<file path="config.mk">
export PLATFORM = sky130hd
export DESIGN_NAME = au_addsub_arbiter
export DESIGN_NICKNAME = d
export VERILOG_FILES = /design/src/rtl/au_addsub_arbiter.sv
export SDC_FILE = /design/constraint.sdc
export NUM_CORES = 1
export LEC_CHECK = 0
export ABC_AREA = 1
export CAP_MARGIN = 10
export CORE_ASPECT_RATIO = 0.6
export CORE_UTILIZATION = 49
export DETAILED_ROUTE_END_ITERATION = 8
export DONT_BUFFER_PORTS = 1
export GPL_TIMING_DRIVEN = 1
export PLACE_DENSITY = 0.71
export SLEW_MARGIN = 0
export SYNTH_ARGS = -nofsm -noshare
export SYNTH_HDL_FRONTEND = slang
export SYNTH_SLANG_ARGS = --single-unit
</file>
<file path="constraint.sdc">
create_clock -name clk -period 5.17 [get_ports clk]
set_input_delay 0.7755 -clock clk [delete_from_list [all_inputs] [get_ports clk]]
set_output_delay 0.7755 -clock clk [all_outputs]
set_load 0.02 [all_outputs]
</file>
<file path="src/rtl/au_addsub_arbiter.sv">
// au_addsub_arbiter: round-robin share of one AU_addsub among NREQ requesters.
// Optional macro AU_ADDSUB_ARBITER_OVF_EN adds a registered signed-overflow flag out_ovf.

module AU_addsub #(
  parameter int WIDTH = 8,
  parameter int ARCH  = 0
) (
  input  logic [WIDTH-1:0] i_a,
  input  logic [WIDTH-1:0] i_b,
  input  logic             i_sub,
  output logic [WIDTH-1:0] o_s
);
  logic [WIDTH-1:0] w_be, w_g, w_p, w_gg, w_pp;
  assign w_be = i_b ^ {WIDTH{i_sub}};
  assign w_g  = i_a & w_be;
  assign w_p  = i_a ^ w_be;
  // Prefix carry network; the carry-in is folded into bit 0 so w_gg[i] is the carry out of bit i.
  always_comb begin
    w_gg = w_g;
    w_pp = w_p;
    w_gg[0] = w_g[0] | (w_p[0] & i_sub);
    if (ARCH == 2) begin
      for (int i = 1; i < WIDTH; i++) w_gg[i] = w_gg[i] | (w_pp[i] & w_gg[i-1]);
    end else begin
      for (int d = 1; d < WIDTH; d = d * 2)
        for (int i = WIDTH - 1; i >= 0; i--)
          if (ARCH == 0 && i >= d) begin
            w_gg[i] = w_gg[i] | (w_pp[i] & w_gg[i-d]);
            w_pp[i] = w_pp[i] & w_pp[i-d];
          end else if (ARCH == 1 && (i & d) != 0) begin
            w_gg[i] = w_gg[i] | (w_pp[i] & w_gg[(i & ~(2*d-1)) + d - 1]);
            w_pp[i] = w_pp[i] & w_pp[(i & ~(2*d-1)) + d - 1];
          end
    end
  end
  assign o_s = w_p ^ WIDTH'({w_gg, i_sub});
endmodule

module au_addsub_arbiter #(
  parameter int WIDTH = 8,
  parameter int ARCH  = 0,
  parameter int NREQ  = 4,
  localparam int IDW  = ($clog2(NREQ) < 1) ? 1 : $clog2(NREQ)
) (
  input  logic                  clk,
  input  logic                  rst,
  input  logic [NREQ-1:0]       req_valid,
  output logic [NREQ-1:0]       req_ready,
  input  logic [NREQ*WIDTH-1:0] req_a,
  input  logic [NREQ*WIDTH-1:0] req_b,
  input  logic [NREQ-1:0]       req_add_sub,
  output logic                  out_valid,
  input  logic                  out_ready,
  output logic [WIDTH-1:0]      out_s,
`ifdef AU_ADDSUB_ARBITER_OVF_EN
  output logic                  out_ovf,
`endif
  output logic [IDW-1:0]        out_id
);
  logic             r_valid;
  logic [WIDTH-1:0] r_s;
  logic [IDW-1:0]   r_id, r_ptr, w_win;
  logic             w_found, w_grant, w_sub;
  logic [WIDTH-1:0] w_a, w_b, w_s;
  // Pick the first valid requester searching upward from the pointer, wrapping at NREQ.
  always_comb begin
    w_found = 1'b0;
    w_win = '0;
    for (int k = 0; k < NREQ; k++)
      if (!w_found && req_valid[(int'(r_ptr) + k) % NREQ]) begin
        w_found = 1'b1;
        w_win = IDW'((int'(r_ptr) + k) % NREQ);
      end
  end
  assign w_grant   = w_found && (!r_valid || out_ready);
  assign req_ready = w_grant ? ({{(NREQ-1){1'b0}}, 1'b1} << w_win) : '0;
  // Steer the winner's operands into the single shared adder.
  always_comb begin
    w_a = '0;
    w_b = '0;
    w_sub = 1'b0;
    for (int k = 0; k < NREQ; k++)
      if (IDW'(k) == w_win) begin
        w_a = req_a[k*WIDTH +: WIDTH];
        w_b = req_b[k*WIDTH +: WIDTH];
        w_sub = req_add_sub[k];
      end
  end
  AU_addsub #(.WIDTH(WIDTH), .ARCH(ARCH)) u_addsub (
    .i_a(w_a),
    .i_b(w_b),
    .i_sub(w_sub),
    .o_s(w_s)
  );
  // Result register: reset wins, a new accept replaces the old result, a bare drain clears valid.
  always_ff @(posedge clk) begin
    if (rst) begin
      r_valid <= 1'b0;
      r_s <= '0;
      r_id <= '0;
      r_ptr <= '0;
    end else if (w_grant) begin
      r_valid <= 1'b1;
      r_s <= w_s;
      r_id <= w_win;
      r_ptr <= (w_win == IDW'(NREQ - 1)) ? '0 : w_win + 1'b1;
    end else if (out_ready) begin
      r_valid <= 1'b0;
    end
  end
`ifdef AU_ADDSUB_ARBITER_OVF_EN
  logic r_ovf, w_ovf;
  assign w_ovf = (w_a[WIDTH-1] == (w_b[WIDTH-1] ^ w_sub)) && (w_s[WIDTH-1] != w_a[WIDTH-1]);
  // Overflow flag travels with the result it describes.
  always_ff @(posedge clk) begin
    if (rst) r_ovf <= 1'b0;
    else if (w_grant) r_ovf <= w_ovf;
  end
  assign out_ovf = r_ovf;
`endif
  assign out_valid = r_valid;
  assign out_s     = r_s;
  assign out_id    = r_id;
endmodule
</file>
# Yosys cells after proc, flatten, opt, wreduce, memory -nomap -nowiden
# Cells that the tools add are included.
op_classes:
  n_addsub: 4
  n_lt_le_gt_ge: 4
  eq_ne: 4
  shifts: 1
  mux: 35
  n_bitwise: 45
  reduce_logical: 14
ops:
  columns: ["op", "count"]
  rows:
  - ["$mux W8", 8]
  - ["$xor A8 B8 Y8", 3]
  - ["$and A1 B1 Y1", 23]
  - ["$mux W1", 17]
  - ["$or A1 B1 Y1", 15]
  - ["$lt A3 B4 Y1 const B", 3]
  - ["$mux W2", 5]
  - ["$bmux W1 S2", 4]
  - ["$and A7 B7 Y7", 1]
  - ["$reduce_or A2 Y1", 3]
  - ["$add A2 B1 Y2 const B", 2]
  - ["$add A2 B2 Y2 const B", 2]
  - ["$eq A2 B2 Y1 const A", 2]
  - ["$logic_and A1 B1 Y1", 4]
  - ["$logic_not A1 Y1", 4]
  - ["$mux W4", 1]
  - ["$shl A1 B2 Y4 const A", 1]
  - ["$and A1 B1 Y1 const A", 3]
  - ["$lt A2 B3 Y1 const B", 1]
  - ["$eq A1 B2 Y1 const A", 1]
  - ["$eq A2 B2 Y1 const B", 1]
  - ["$logic_not A2 Y1", 1]
  - ["$reduce_bool A2 Y1", 1]
  - ["$logic_or A1 B1 Y1", 1]
totals:
  reg_bits: 13
  inputBits: 75
  out_inout_bits: 15
  elab_cells: 111

# Depth between registers and ports, before layout
# Gate-level depths: netlist of the first run.
logic_depth:
  word_depth: 28
  depth_mapped: 32

# By module
# Synthesis of the first run repeated with hierarchy kept, for this count alone.
hier_totals:
  hier_cells: 282
  hier_area_um2: 1712.9
modules_own_cells:
  columns: ["module", "n_inst", "cells_each", "area_each_um2", "seq_area_each_um2"]
  rows:
  - ["au_addsub_arbiter", 1, 212, 1283.7, 260.2]
  - ["AU_addsub", 1, 70, 429.2, 0.0]

# Worst setup path after synthesis of the first run
# Ideal clock, no wire load.
synth_path:
  path_type: "input port to flip-flop"
  start: "in req_valid[2]"
  end: "reg r_s[6], in the netlist out_s[6]"
  setup_ns: 0.119
  arrival_time_ns: 3.932
  setup_slack_ns: 1.119
  path_stages: 23
  path_buffers: 2
  path_cell_list: "inv_1 > o21ai_2 > and2_4 > a21oi_1 > inv_1 > nor2_4 > nand2_1 > o21ai_1 > inv_1 > ha_1 > inv_2 > buf_2 > clkbuf_1 > a21oi_1 > a21oi_1 > xor2_1 > ha_1 > a21oi_1 > o21ai_0 > a21o_1 > a21oi_1 > xor2_1 > a21oi_1"
synth_between:
  elab_chain_len: 26
  elab_cells_between_ends: 61
  cone_classes: "3 x eq/ne; 31 x mux; 19 x bitwise; 8 x reduce/logical"
synth_rtl:
  columns: ["item", "line", "rtl"]
  rows:
  - ["start, declared", "47", "input logic [NREQ-1:0] req_valid,"]
  - ["$bmux W1 S2", "70", "if (!w_found && req_valid[(int'(r_ptr) + k) % NREQ]) begin"]
  - ["$mux W1 (implied by the code)", "70", null]
  - ["$mux W1", "70", null]
  - ["$logic_not A1 Y1", "70", null]
  - ["$logic_and A1 B1 Y1", "70", null]
  - ["$mux W1", "70", null]
  - ["$logic_not A1 Y1", "70", null]
  - ["$logic_and A1 B1 Y1", "70", null]
  - ["[4 not listed]", null, null]
  - ["named net w_win[1]", "62", "logic [IDW-1:0] r_id, r_ptr, w_win;"]
  - ["[6 not listed]", null, null]
  - ["$xor A8 B8 Y8", "16", "assign w_p = i_a ^ w_be;"]
  - ["$and A1 B1 Y1", "21", "w_gg[0] = w_g[0] | (w_p[0] & i_sub);"]
  - ["$or A1 B1 Y1", "21", null]
  - ["$and A1 B1 Y1", "28", "w_gg[i] = w_gg[i] | (w_pp[i] & w_gg[i-d]);"]
  - ["$or A1 B1 Y1", "28", null]
  - ["$and A1 B1 Y1", "28", null]
  - ["$or A1 B1 Y1", "28", null]
  - ["$xor A8 B8 Y8 *", "36", "assign o_s = w_p ^ WIDTH'({w_gg, i_sub});"]
  - ["end signal, assigned", "104", "r_s <= w_s;"]
  - ["end, declared", "61", "logic [WIDTH-1:0] r_s;"]
# Mark *: on every way through the listed nets, which the timed path passes. The rest lies on a longest branch. The select of a mux whose other input is x is not followed.
# A chain may end at the register's enable or synchronous reset.

# Worst setup path after layout of the first run
layout_path:
  start: "reg r_ptr[0]"
  end: "reg r_s[6], in the netlist out_s[6]"
layout_between:
  elab_chain_len: 26
  elab_cells_between_ends: 64
  cone_classes: "3 x add/sub; 3 x eq/ne; 31 x mux; 19 x bitwise; 8 x reduce/logical"
layout_rtl:
  columns: ["item", "line", "rtl"]
  rows:
  - ["start, declared", "62", null]
  - ["start signal, assigned", "106", "r_ptr <= (w_win == IDW'(NREQ - 1)) ? '0 : w_win + 1'b1;"]
  - ["$add A2 B1 Y2 or $bmux W1 S2 (tied branches)", "70, 72", null]
  - ["$bmux W1 S2 or $mux W1 (tied branches)", "70", null]
  - ["$mux W1 (implied by the code)", "70", null]
  - ["$mux W1 (implied by the code) or $logic_not A1 Y1 (tied branches)", "70", null]
  - ["$logic_and A1 B1 Y1", "70", null]
  - ["$mux W1", "70", null]
  - ["$logic_not A1 Y1", "70", null]
  - ["$logic_and A1 B1 Y1", "70", null]
  - ["[4 not listed]", null, null]
  - ["named net w_win[1]", "62", null]
  - ["[6 not listed]", null, null]
  - ["$xor A8 B8 Y8", "16", null]
  - ["$and A1 B1 Y1", "21", null]
  - ["$or A1 B1 Y1", "21", null]
  - ["$and A1 B1 Y1", "28", null]
  - ["$or A1 B1 Y1", "28", null]
  - ["$and A1 B1 Y1", "28", null]
  - ["$or A1 B1 Y1", "28", null]
  - ["$xor A8 B8 Y8 *", "36", null]
# Marks and branches as above.

==> flow_summary.rst, run 1 <==
.. list-table::
   :header-rows: 1

   * - Metric
     - Value
   * - Post-CTS Resized
     - 0
   * - Drt drc
     - 0
   * - Number of I/O pins
     - 90
   * - Weighted congestion reported at the end of routability-driven placement
     - 0.893
   * - Die H
     - 47.4 µm
   * - Slew margin rel.
     - 64.0%
   * - Dominant combinational cell family by area after synthesis
     - compound AO/OA/AOI/OAI gates
   * - Die area
     - 3690 µm²
   * - Compound-cell area share of the yosys netlist
     - 29.8%
   * - Worst Setup Start Kind
     - flip-flop
   * - Clock-pin slew on the worst setup and hold paths
     - 0.05 ns
   * - Placed instance area
     - 1660 µm²
   * - Clock tree buffer depth
     - 2
   * - Antenna cell count
     - 0
   * - Hold buffer count at cts
     - 0
   * - Slowest stage cell on the critical path
     - dfxtp_1
   * - Max FO, Critical Path
     - 22
   * - CTS tree
     - yes
   * - Max incr delay on CP
     - 0.56 ns
   * - Placed Instances
     - 304
   * - Remaining antenna violation count
     - 0
   * - Insertion delay of the later-clocked pin in the worst-skew pair
     - 0.24 ns
   * - Layout-stage area growth over the synthesis result
     - 1.41%
   * - Pre-antenna DRT Iters
     - 5
   * - WL per Instance
     - 13.2 µm
   * - RSZ-0062 raised after global routing
     - no
   * - Initial core utilization
     - 51.6%
   * - Flip-flop cell with the highest count after synthesis
     - dfxtp_1
   * - Final standard cell area without fillers
     - 1710 µm²
   * - Area used by sequential logic in the layout
     - 260 µm²
   * - Filler Cell Count
     - 339
   * - Adder-cell share of the synthesized area
     - 8.61%
   * - Clock period minus final worst setup slack
     - 4.45 ns
   * - Max Slew Vio Count
     - 0
   * - H-tree depth
     - 1
   * - Count of buffers added by post-CTS timing repair for setup
     - 0
   * - Footprint of the multi-input gates
     - 1200 µm²
   * - Fraction of the cycle the final worst path needs
     - 86.1%
   * - Fin Setup TNS
     - 0 ns
   * - Final layout net count
     - 350
   * - Worst setup skew after layout
     - 0.000602 ns
   * - XOR/XNOR Fraction of Synth Area
     - 6.76%
   * - First-pass GRT wire length
     - 6380 µm
   * - Leading area contributor after synthesis
     - dfxtp_1
   * - Total gr overflow
     - 0
   * - Overall fraction of global-route tracks in use
     - 22.4%
   * - Result of the run
     - complete, no violations
   * - CP Capture Type
     - flip-flop
   * - Critical path buffer and inverter count
     - 3
   * - Least-Margin Pin Slew
     - 0.541 ns
   * - Post-synthesis instance area
     - 1690 µm²
   * - Number of global-route vias before repair
     - 1,400
   * - Max Clock Freq
     - 225 MHz
   * - TritonCTS Buffers
     - 3
   * - Mean Syn Cell Area
     - 6.24 µm²
   * - Multiplexer area fraction after synthesis
     - 0%
   * - Violation count after the first detailed-route iteration
     - 87
   * - Number of standard cells after synthesis
     - 270
   * - Clk sink count
     - 13
   * - Half-perimeter wire length after detailed placement
     - 3390 µm
   * - Synth top area share
     - 15.4%
   * - Pin count of the biggest net entering global routing
     - 23
   * - Number of library cell types mapped by synthesis
     - 35
   * - Total setup violations reported at the end of the flow
     - 0
   * - Number of synthesized register bits
     - 13
   * - DRT Wirelength
     - 4070 µm
   * - Count of vias placed by the detailed router
     - 1,677
   * - Cell row count
     - 16
   * - Hold Vio Cnt, Final
     - 0
   * - Non-filler cells, final
     - 308
   * - Port Buffer Count
     - 0
   * - Family with the most delay on the worst path
     - compound AO/OA/AOI/OAI gates
   * - Die span in x
     - 77.7 µm
   * - CP required
     - 5.35 ns
   * - Proportion of register bits with asynchronous set or reset after synthesis
     - 0%
   * - Ys Warns
     - 0
   * - Most frequent cell after synthesis
     - nand2_1
   * - Critical path, cell by cell
     - o21ai_2 -> and2_4 -> a21oi_1 -> inv_1 -> nor2_4 -> nand2_1 -> o21ai_1 -> inv_1 -> ha_1 -> inv_2 -> nor2_1 -> nor2_1 -> nand2_1 -> nand2_1 -> xor2_1 -> fa_1 -> o21ai_0 -> a21o_1 -> a21oi_1 -> xor2_1 -> a21oi_1
   * - Routed via count divided by cell count
     - 5.44
   * - Arrival time of data at the critical path endpoint
     - 4.63 ns
   * - Area share of and/or/nand/nor cells after synthesis
     - 26.2%
   * - Portion of the post-synthesis area used by sequential elements
     - 15.4%
   * - Worst Hold Class
     - reg2reg
   * - Category of the most critical setup path
     - reg2reg
   * - Fraction of final layout cells sized beyond drive strength 1
     - 9.51%
   * - Cell types with the highest counts after synthesis
     - nand2_1 (56), a21oi_1 (32), nor2_1 (27)
   * - EDFF count, synth
     - 0
   * - Biggest area contributors in the synthesized netlist
     - dfxtp_1 (15%), nand2_1 (12%), a21oi_1 (9.5%)
   * - Number of antenna violations at the first check in global routing
     - 0
   * - Max-Cap Viols
     - 0
   * - Synth Net Count
     - 356
   * - Core region area
     - 3260 µm²
   * - Root cell of the clock tree
     - clkbuf_8
path summary, 6_finish.rpt:
check | depth (start not counted) | endpoint | slack, ns | startpoint
hold / removal | 2 | r_ptr[1]$_SDFFE_PP0P_ | 0.54 | r_ptr[1]$_SDFFE_PP0P_
setup / recovery | 21 | out_s[6]$_SDFFE_PP0P_ | 0.72 | r_ptr[0]$_SDFFE_PP0P_
setup reg to reg | 21 | out_s[6]$_SDFFE_PP0P_ | 0.72 | r_ptr[0]$_SDFFE_PP0P_
hold reg to reg | 2 | r_ptr[1]$_SDFFE_PP0P_ | 0.54 | r_ptr[1]$_SDFFE_PP0P_
cell usage in the layout, fill, tap and decap left out, types with 2 or more instances in the layout:
cell type	n
a21oi_1	32
a221oi_1	5
a22oi_1	6
buf_4	2
clkbuf_8	3
dfxtp_1	13
ha_1	10
inv_1	26
inv_2	6
nand2_1	56
nand2_2	4
nand2_4	2
nand3_1	10
nor2_1	27
o21a_1	2
o21ai_0	20
o21ai_1	7
o21ai_2	2
o31ai_1	5
xor2_1	12
metal layers:
layer	vias to the layer above	wire [µm]	global-route usage [%]
li1	889	-	-
met1	723	2100	31.4
met2	61	1580	34.3
met3	4	378	6.86
met4	0	22	4.91
met5	-	0	0
flip-flops by register name, indices dropped and copies added (netlist names):
| register | cells |
|---|---|
| out_id | 2 |
| out_valid | 1 |
| r_ptr | 2 |
| out_s | 8 |
logic make-up after synthesis:
family | after synthesis
xor+xnor | 13
simple gates | 103
compound gates | 84
buf+inv | 46
fa+ha+maj | 11
flops | 13
per-stage QoR:
step | hold slack, ns | setup slack (ns) | util [%]
2_1_floorplan | 0.485 | 1.12 | -
3_3_place_gp | 0.506 | 0.659 | 51.0
3_5_place_dp | 0.520 | 0.516 | 51.0
4_1_cts | 0.543 | 0.736 | 52.4
5_1_grt | 0.575 | 0.281 | 52.4
6_report | 0.543 | 0.719 | 52.4
worst min-delay path, cell delays in order, from the launching register on:
cell and delay [ns]:
dfxtp_1 0.35, inv_2 0.08, a21oi_1 0.06
layout make-up:
type                       instances  area share [%]
clock buffer                       3            2.42
clock inverter                     1           0.293
inverter                          33            7.54
multi-input combinational        211            70.4
sequential                        13            15.2
tap                               45            3.29
timing repair buffer               2           0.878
Power of run 1 is left out: the tool's default activity adds up to more than one toggle a clock period on the data nets, which glitch-free logic cannot reach.
==> run 2, diff against run 1 <==
--- a/config.mk
+++ b/config.mk
@@ -8,6 +8,7 @@
 export ABC_AREA = 1
 export CAP_MARGIN = 10
 export CORE_ASPECT_RATIO = 0.6
+export CORE_MARGIN = 2
 export CORE_UTILIZATION = 49
 export DETAILED_ROUTE_END_ITERATION = 8
 export DONT_BUFFER_PORTS = 1
@@ -16,4 +17,5 @@
 export SLEW_MARGIN = 0
 export SYNTH_ARGS = -nofsm -noshare
 export SYNTH_HDL_FRONTEND = slang
+export SYNTH_HIERARCHICAL = 1
 export SYNTH_SLANG_ARGS = --single-unit
==> flow_summary.rst, run 2 <==
.. list-table::
   :header-rows: 1

   * - Metric
     - Value
   * - Cell types with the highest counts after synthesis
     - nand2_1 (75), nor2_1 (48), inv_1 (27)
   * - Final layout net count
     - 364 (+4.0%)
   * - Drt drc
     - 0 (unchanged)
   * - Proportion of register bits with asynchronous set or reset after synthesis
     - 0% (unchanged)
   * - CP required
     - 5.30 ns (-0.05 ns)
   * - Mean Syn Cell Area
     - 6.07 µm² (-2.7%)
   * - Root cell of the clock tree
     - clkbuf_8
   * - Insertion delay of the later-clocked pin in the worst-skew pair
     - 0.24 ns (about the same)
   * - Violation count after the first detailed-route iteration
     - 91 (+4.6%)
   * - Filler Cell Count
     - 354 (+4.4%)
   * - Most common cell after layout, fill and taps aside
     - nand2_1
   * - Worst Hold Class
     - reg2reg
   * - Antenna cell count
     - 0 (unchanged)
   * - Overall fraction of global-route tracks in use
     - 21.6% (-0.82 points)
   * - Initial core utilization
     - 51.9% (+0.21 points)
   * - Routed via count divided by cell count
     - 5.43 (-0.33%)
   * - Number of synthesized register bits
     - 13 (unchanged)
   * - Footprint of the multi-input gates
     - 1240 µm² (+3.5%)
   * - Area used by sequential logic in the layout
     - 260 µm² (unchanged)
   * - Synth top area share
     - 16.4% (+0.99 points)
   * - Category of the most critical setup path
     - reg2reg
   * - Cell row count
     - 16 (unchanged)
   * - Result of the run
     - complete, no violations
   * - Die span in x
     - 80.3 µm (+3.4%)
   * - Number of antenna violations at the first check in global routing
     - 0 (unchanged)
   * - Critical path buffer and inverter count
     - 6 (+3)
   * - Weighted congestion reported at the end of routability-driven placement
     - 0.898 (+0.48%)
   * - Biggest area contributors in the synthesized netlist
     - nand2_1 (16%), dfxtp_1 (15%), nor2_1 (11%)
   * - Most frequent cell after synthesis
     - nand2_1
   * - EDFF count, synth
     - 0 (unchanged)
   * - Worst Setup Start Kind
     - flip-flop
   * - Count of vias placed by the detailed router
     - 1,742 (+3.9%)
   * - Worst setup skew after layout
     - 0.00133 ns (+0.000727 ns)
   * - Slew margin rel.
     - 68.4% (+4.4 points)
   * - CTS tree
     - yes
   * - Post-CTS Resized
     - 0 (unchanged)
   * - Clock tree buffer depth
     - 2 (unchanged)
   * - Number of I/O pins
     - 90 (unchanged)
   * - Max-Cap Viols
     - 0 (unchanged)
   * - Port Buffer Count
     - 0 (unchanged)
   * - Die H
     - 49.8 µm (+5.0%)
   * - Layout-stage area growth over the synthesis result
     - 2.92%
   * - Clock period minus final worst setup slack
     - 4.34 ns (-0.111 ns)
   * - Count of buffers added by post-CTS timing repair for setup
     - 0 (unchanged)
   * - WL per Instance
     - 12.8 µm (-2.9%)
   * - Fin Setup TNS
     - 0 ns (unchanged)
   * - Hold Vio Cnt, Final
     - 0 (unchanged)
   * - Most used cell, CP
     - nand2_1
   * - Clock-pin slew on the worst setup and hold paths
     - 0.05 ns (about the same)
   * - Leading area contributor after synthesis
     - nand2_1
   * - Clk sink count
     - 13 (unchanged)
   * - First-pass GRT wire length
     - 6940 µm (+8.9%)
   * - Arrival time of data at the critical path endpoint
     - 4.47 ns (-0.16 ns)
   * - Half-perimeter wire length after detailed placement
     - 3460 µm (+1.9%)
   * - Total gr overflow
     - 0 (unchanged)
   * - Max FO, Critical Path
     - 19 (-14%)
   * - DRT Wirelength
     - 4120 µm (+1.2%)
   * - Family with the most delay on the worst path
     - simple AND/OR/NAND/NOR gates
   * - CP Capture Type
     - flip-flop
   * - Flip-flop count of the largest register after layout
     - 8 (unchanged)
   * - Total setup violations reported at the end of the flow
     - 0 (unchanged)
   * - Pre-antenna DRT Iters
     - 4 (-1)
   * - Number of library cell types mapped by synthesis
     - 30 (-14%)
   * - RSZ-0062 raised after global routing
     - no
   * - Die area
     - 4000 µm² (+8.5%)
   * - Slowest stage cell on the critical path
     - dfxtp_1
   * - Least-Margin Pin Slew
     - 0.471 ns (-0.0694 ns)
   * - Pin count of the biggest net entering global routing
     - 36 (+57%)
   * - Fraction of final layout cells sized beyond drive strength 1
     - 7.97% (-1.5 points)
   * - Max Clock Freq
     - 230 MHz (+2.6%)
   * - Number of standard cells after synthesis
     - 282 (+4.4%)
   * - Max Slew Vio Count
     - 0 (unchanged)
   * - Fraction of the cycle the final worst path needs
     - 83.9% (-2.1 points)
   * - H-tree depth
     - 1 (unchanged)
   * - Remaining antenna violation count
     - 0 (unchanged)
   * - Flip-flop cell with the highest count after synthesis
     - dfxtp_1
   * - Hold buffer count at cts
     - 0 (unchanged)
   * - Core region area
     - 3300 µm² (+1.2%)
   * - Number of global-route vias before repair
     - 1,533 (+9.5%)
   * - Ys Warns
     - 6 (+6)
   * - Max incr delay on CP
     - 0.57 ns (about the same)
   * - Post-synthesis instance area
     - 1710 µm² (+1.6%)
   * - Synth Net Count
     - 369 (+3.7%)
   * - Commonest non-fill, non-tap cells in the layout
     - nand2_1 (75), nor2_1 (48), inv_1 (27), a221oi_1 (17), o31ai_1 (17)
   * - Portion of the post-synthesis area used by sequential elements
     - 15.2% (-0.25 points)
   * - TritonCTS Buffers
     - 3 (unchanged)
run 2: worst paths after layout:
| kind | startpoint | slack (ns) | depth (start not counted) | endpoint |
|---|---|---|---|---|
| worst max-delay path | r_ptr[0]$_SDFFE_PP0N_ | 0.83 | 27 | out_s[7]$_SDFFE_PP0N_ |
| worst min-delay path | r_ptr[1]$_SDFFE_PP0N_ | 0.58 | 2 | r_ptr[1]$_SDFFE_PP0N_ |
| worst max register to register | r_ptr[0]$_SDFFE_PP0N_ | 0.83 | 27 | out_s[7]$_SDFFE_PP0N_ |
| worst min register to register | r_ptr[1]$_SDFFE_PP0N_ | 0.58 | 2 | r_ptr[1]$_SDFFE_PP0N_ |
run 2: worst reg2reg max path, cell delays in order (launching register included):
cell and delay [ns]:
dfxtp_1 0.57, inv_4 0.10, nand2_1 0.09, nand2_2 0.08, nand2_1 0.07, inv_1 0.05, nor2_1 0.13, nand3_2 0.14
nand3_1 0.16, inv_1 0.09, ha_1 0.19, buf_4 0.19, nor2_1 0.41, buf_4 0.27, a221oi_1 0.09, o31ai_1 0.29
xor2_1 0.25, ha_1 0.31, nand2_1 0.08, nand2_1 0.04, inv_1 0.08, nor2_1 0.05, nor2_1 0.12, nand2_1 0.07
nand2_1 0.05, nand2_1 0.05, o21ai_0 0.15, nor2_1 0.05
run 2: final cells by class:
cell class	instances	area share (%)
Timing Repair Buffer	5	2.13
Multi-Input combinational cell	223	70.6
Sequential cell	13	14.8
Tap cell	45	3.19
Clock buffer	4	2.56
Inverter	31	6.74
run 2: through the flow:
stage / hold slack [ns] / instance area [µm²] / util [%] / cells / setup slack, ns
3_5_place_dp: 0.570 / 1720 / 52.0 / 317 / 0.654
6_report: 0.578 / 1760 / 53.4 / 321 / 0.830
3_3_place_gp: 0.567 / 1720 / 52.0 / 317 / 0.760
4_1_cts: 0.578 / 1760 / 53.4 / 321 / 0.847
5_1_grt: 0.579 / 1760 / 53.4 / 321 / 0.315
2_1_floorplan: 0.527 / 1710 / - / 282 / 1.22
run 2: per-layer routing:
layer | vias to the layer above | part of all wire [%] | global-route usage (%)
met5 | - | 0 | 0
met4 | 0 | 0.32 | 2.54
met3 | 2 | 7.4 | 4.21
met2 | 64 | 41 | 31.7
met1 | 753 | 52 | 33.3
li1 | 923 | - | -
run 2: logic make-up (layout without fill, tap and decap cells):
family,Yosys count,after routing,synth area share [%]
adders and majority gates,12,12,9.20
xor gates and xnor gates,10,10,5.11
AOI/OAI and AO/OA,51,51,21.7
buffers and inverters,46,40,12.1
and+or+nand+nor,150,150,36.7
DFF,13,13,15.2
Power of run 2 is left out for the same reason.
==> run 3, diff against run 2 <==
==> constraint.sdc (replaced) <==
create_clock -name clk -period 4.5 [get_ports clk]
set_input_delay 0.675 -clock clk [delete_from_list [all_inputs] [get_ports clk]]
set_output_delay 0.675 -clock clk [all_outputs]
set_load 0.02 [all_outputs]
==> flow_summary.rst, run 3 (synthesized netlist as in run 2, its figures left out) <==
.. list-table::
   :header-rows: 1

   * - Metric
     - Value
   * - Category of the most critical setup path
     - reg2reg
   * - Clock tree buffer depth
     - 2 (unchanged)
   * - Number of I/O pins
     - 90 (unchanged)
   * - Total gr overflow
     - 0 (unchanged)
   * - Worst setup skew after layout
     - 0.00136 ns (+0.0000336 ns)
   * - Half-perimeter wire length after detailed placement
     - 3550 µm (+2.8%)
   * - Critical Path Start
     - r_ptr[0]$_SDFFE_PP0N_
   * - Hold Vio Cnt, Final
     - 0 (unchanged)
   * - Most common cell after layout, fill and taps aside
     - nand2_1
   * - H-tree depth
     - 1 (unchanged)
   * - Port Buffer Count
     - 0 (unchanged)
   * - R2R Setup Slk
     - 0.47 ns (-0.36 ns)
   * - Cell row count
     - 16 (unchanged)
   * - Fraction of final layout cells sized beyond drive strength 1
     - 8.66% (+0.69 points)
   * - WL per Instance
     - 13.2 µm (+2.6%)
   * - Worst Hold Class
     - in2reg
   * - Result of the run
     - complete, no violations
   * - Clk sink count
     - 13 (unchanged)
   * - Fin Setup TNS
     - 0 ns (unchanged)
   * - Total setup violations reported at the end of the flow
     - 0 (unchanged)
   * - Violation count after the first detailed-route iteration
     - 116 (+27%)
   * - Count of vias placed by the detailed router
     - 1,793 (+2.9%)
   * - TritonCTS Buffers
     - 3 (unchanged)
   * - Least-Margin Pin Slew
     - 0.541 ns (+0.0698 ns)
   * - CTS tree
     - yes
   * - Antenna cell count
     - 0 (unchanged)
   * - Max FO, Critical Path
     - 11 (-8)
   * - Fraction of the cycle the final worst path needs
     - 89.5% (+5.6 points)
   * - Max Clock Freq
     - 248 MHz (+7.7%)
   * - Die span in x
     - 80.3 µm (unchanged)
   * - Hold buffer count at cts
     - 0 (unchanged)
   * - Path depth of the worst reg2reg path
     - 24 (-11%)
   * - RSZ-0062 raised after global routing
     - no
   * - Pre-antenna DRT Iters
     - 4 (unchanged)
   * - Worst reg2reg path endpoint
     - out_s[5]$_SDFFE_PP0N_
   * - Root cell of the clock tree
     - clkbuf_8
   * - Number of global-route vias before repair
     - 1,524 (-0.59%)
   * - Clock period minus final worst setup slack
     - 4.03 ns (-0.311 ns)
   * - Max Slew Vio Count
     - 0 (unchanged)
   * - DRT Wirelength
     - 4240 µm (+2.9%)
   * - First-pass GRT wire length
     - 6810 µm (-1.9%)
   * - Arrival time of data at the critical path endpoint
     - 4.16 ns (-0.31 ns)
   * - Overall fraction of global-route tracks in use
     - 21.2% (-0.36 points)
   * - Final layout net count
     - 365 (+0.27%)
   * - Flip-flop count of the largest register after layout
     - 8 (unchanged)
   * - Weighted congestion reported at the end of routability-driven placement
     - 0.903 (+0.63%)
   * - Pin count of the biggest net entering global routing
     - 23 (-36%)
   * - Die H
     - 49.8 µm (unchanged)
   * - Max-Cap Viols
     - 0 (unchanged)
   * - Core region area
     - 3300 µm² (unchanged)
   * - Initial core utilization
     - 51.9% (unchanged)
   * - Clock-pin slew on the worst setup and hold paths
     - 0.05 ns (about the same)
   * - CP required
     - 4.63 ns (-0.67 ns)
   * - CP Capture Type
     - flip-flop
   * - Routed via count divided by cell count
     - 5.57 (+2.6%)
   * - Worst Setup Start Kind
     - flip-flop
   * - Die area
     - 4000 µm² (unchanged)
   * - Number of antenna violations at the first check in global routing
     - 0 (unchanged)
   * - Layout-stage area growth over the synthesis result
     - 3.51%
   * - Reg-to-Reg Start
     - r_ptr[0]$_SDFFE_PP0N_
   * - Commonest non-fill, non-tap cells in the layout
     - nand2_1 (75), nor2_1 (47), inv_1 (27), a221oi_1 (17), o31ai_1 (17)
   * - Insertion delay of the later-clocked pin in the worst-skew pair
     - 0.24 ns (about the same)
   * - Drt drc
     - 0 (unchanged)
   * - Remaining antenna violation count
     - 0 (unchanged)
   * - Slew margin rel.
     - 63.6% (-4.8 points)
   * - Critical path endpoint
     - out_s[5]$_SDFFE_PP0N_
[run 3: per-stage QoR]
step                worst slack (ns)  instances  instance area [µm²]  utilization (%)  hold WS (ns)
finish                         0.471        322                 1770             53.7         0.487
global route                  0.0126        322                 1770             53.7         0.478
CTS                            0.378        322                 1770             53.6         0.480
detailed placement             0.322        318                 1730             52.2         0.581
global placement               0.454        318                 1730             52.2         0.573
floorplan                      0.654        282                 1710                -         0.527
[run 3: timing repair]
item / 4_1_cts / 5_1_grt
endpoints found under the setup margin: 0 / 3
resized for setup: 0 / 1
buffers inserted: 0 / 0
[run 3: area by class of cell]
class                      instances  area [µm²]
timing repair buffer               6        45.0
tap                               45        56.3
fill                             347        1530
inverter                          31         119
clock buffer                       4        45.0
sequential                        13         260
multi-input combinational        223        1250
[run 3: worst max-delay path: stages (launching register included)]
cell	delay, ns
dfxtp_1	0.57
inv_4	0.10
nand2_1	0.07
nand2_1	0.08
nand2_1	0.11
nand2_2	0.07
nor2_4	0.12
nand3_2	0.12
nand3_1	0.17
inv_1	0.08
ha_1	0.22
nor2_2	0.28
buf_4	0.24
a221oi_1	0.09
o31ai_1	0.30
xor2_1	0.22
ha_1	0.33
a21oi_1	0.19
nand2_2	0.10
nand2_1	0.08
nand2_1	0.06
nand2_1	0.05
nand2_1	0.04
o21ai_0	0.16
nor2_1	0.05
[run 3: metal layers]
metal / share of wire (%) / track usage [%]
met1: 50 / 32.1
met2: 43 / 31.5
met3: 5.9 / 3.85
met4: 0.59 / 3.67
met5: 0 / 0
[run 3: how the worst min path moves through the flow]
| stage | startpoint | to | slack [ns] | cells after the start |
|---|---|---|---|---|
| after global routing | rst | r_ptr[0]$_SDFFE_PP0N_ | 0.48 | 1 |
| after CTS | rst | r_ptr[0]$_SDFFE_PP0N_ | 0.48 | 1 |
| after global placement | out_s[6]$_SDFFE_PP0N_ | out_s[6]$_SDFFE_PP0N_ | 0.57 | 2 |
| after floorplan | r_ptr[1]$_SDFFE_PP0N_ | r_ptr[1]$_SDFFE_PP0N_ | 0.53 | 2 |
| final | rst | r_ptr[0]$_SDFFE_PP0N_ | 0.49 | 1 |
| after detailed placement | out_s[6]$_SDFFE_PP0N_ | out_s[6]$_SDFFE_PP0N_ | 0.58 | 2 |
Power of run 3 is left out for the same reason.
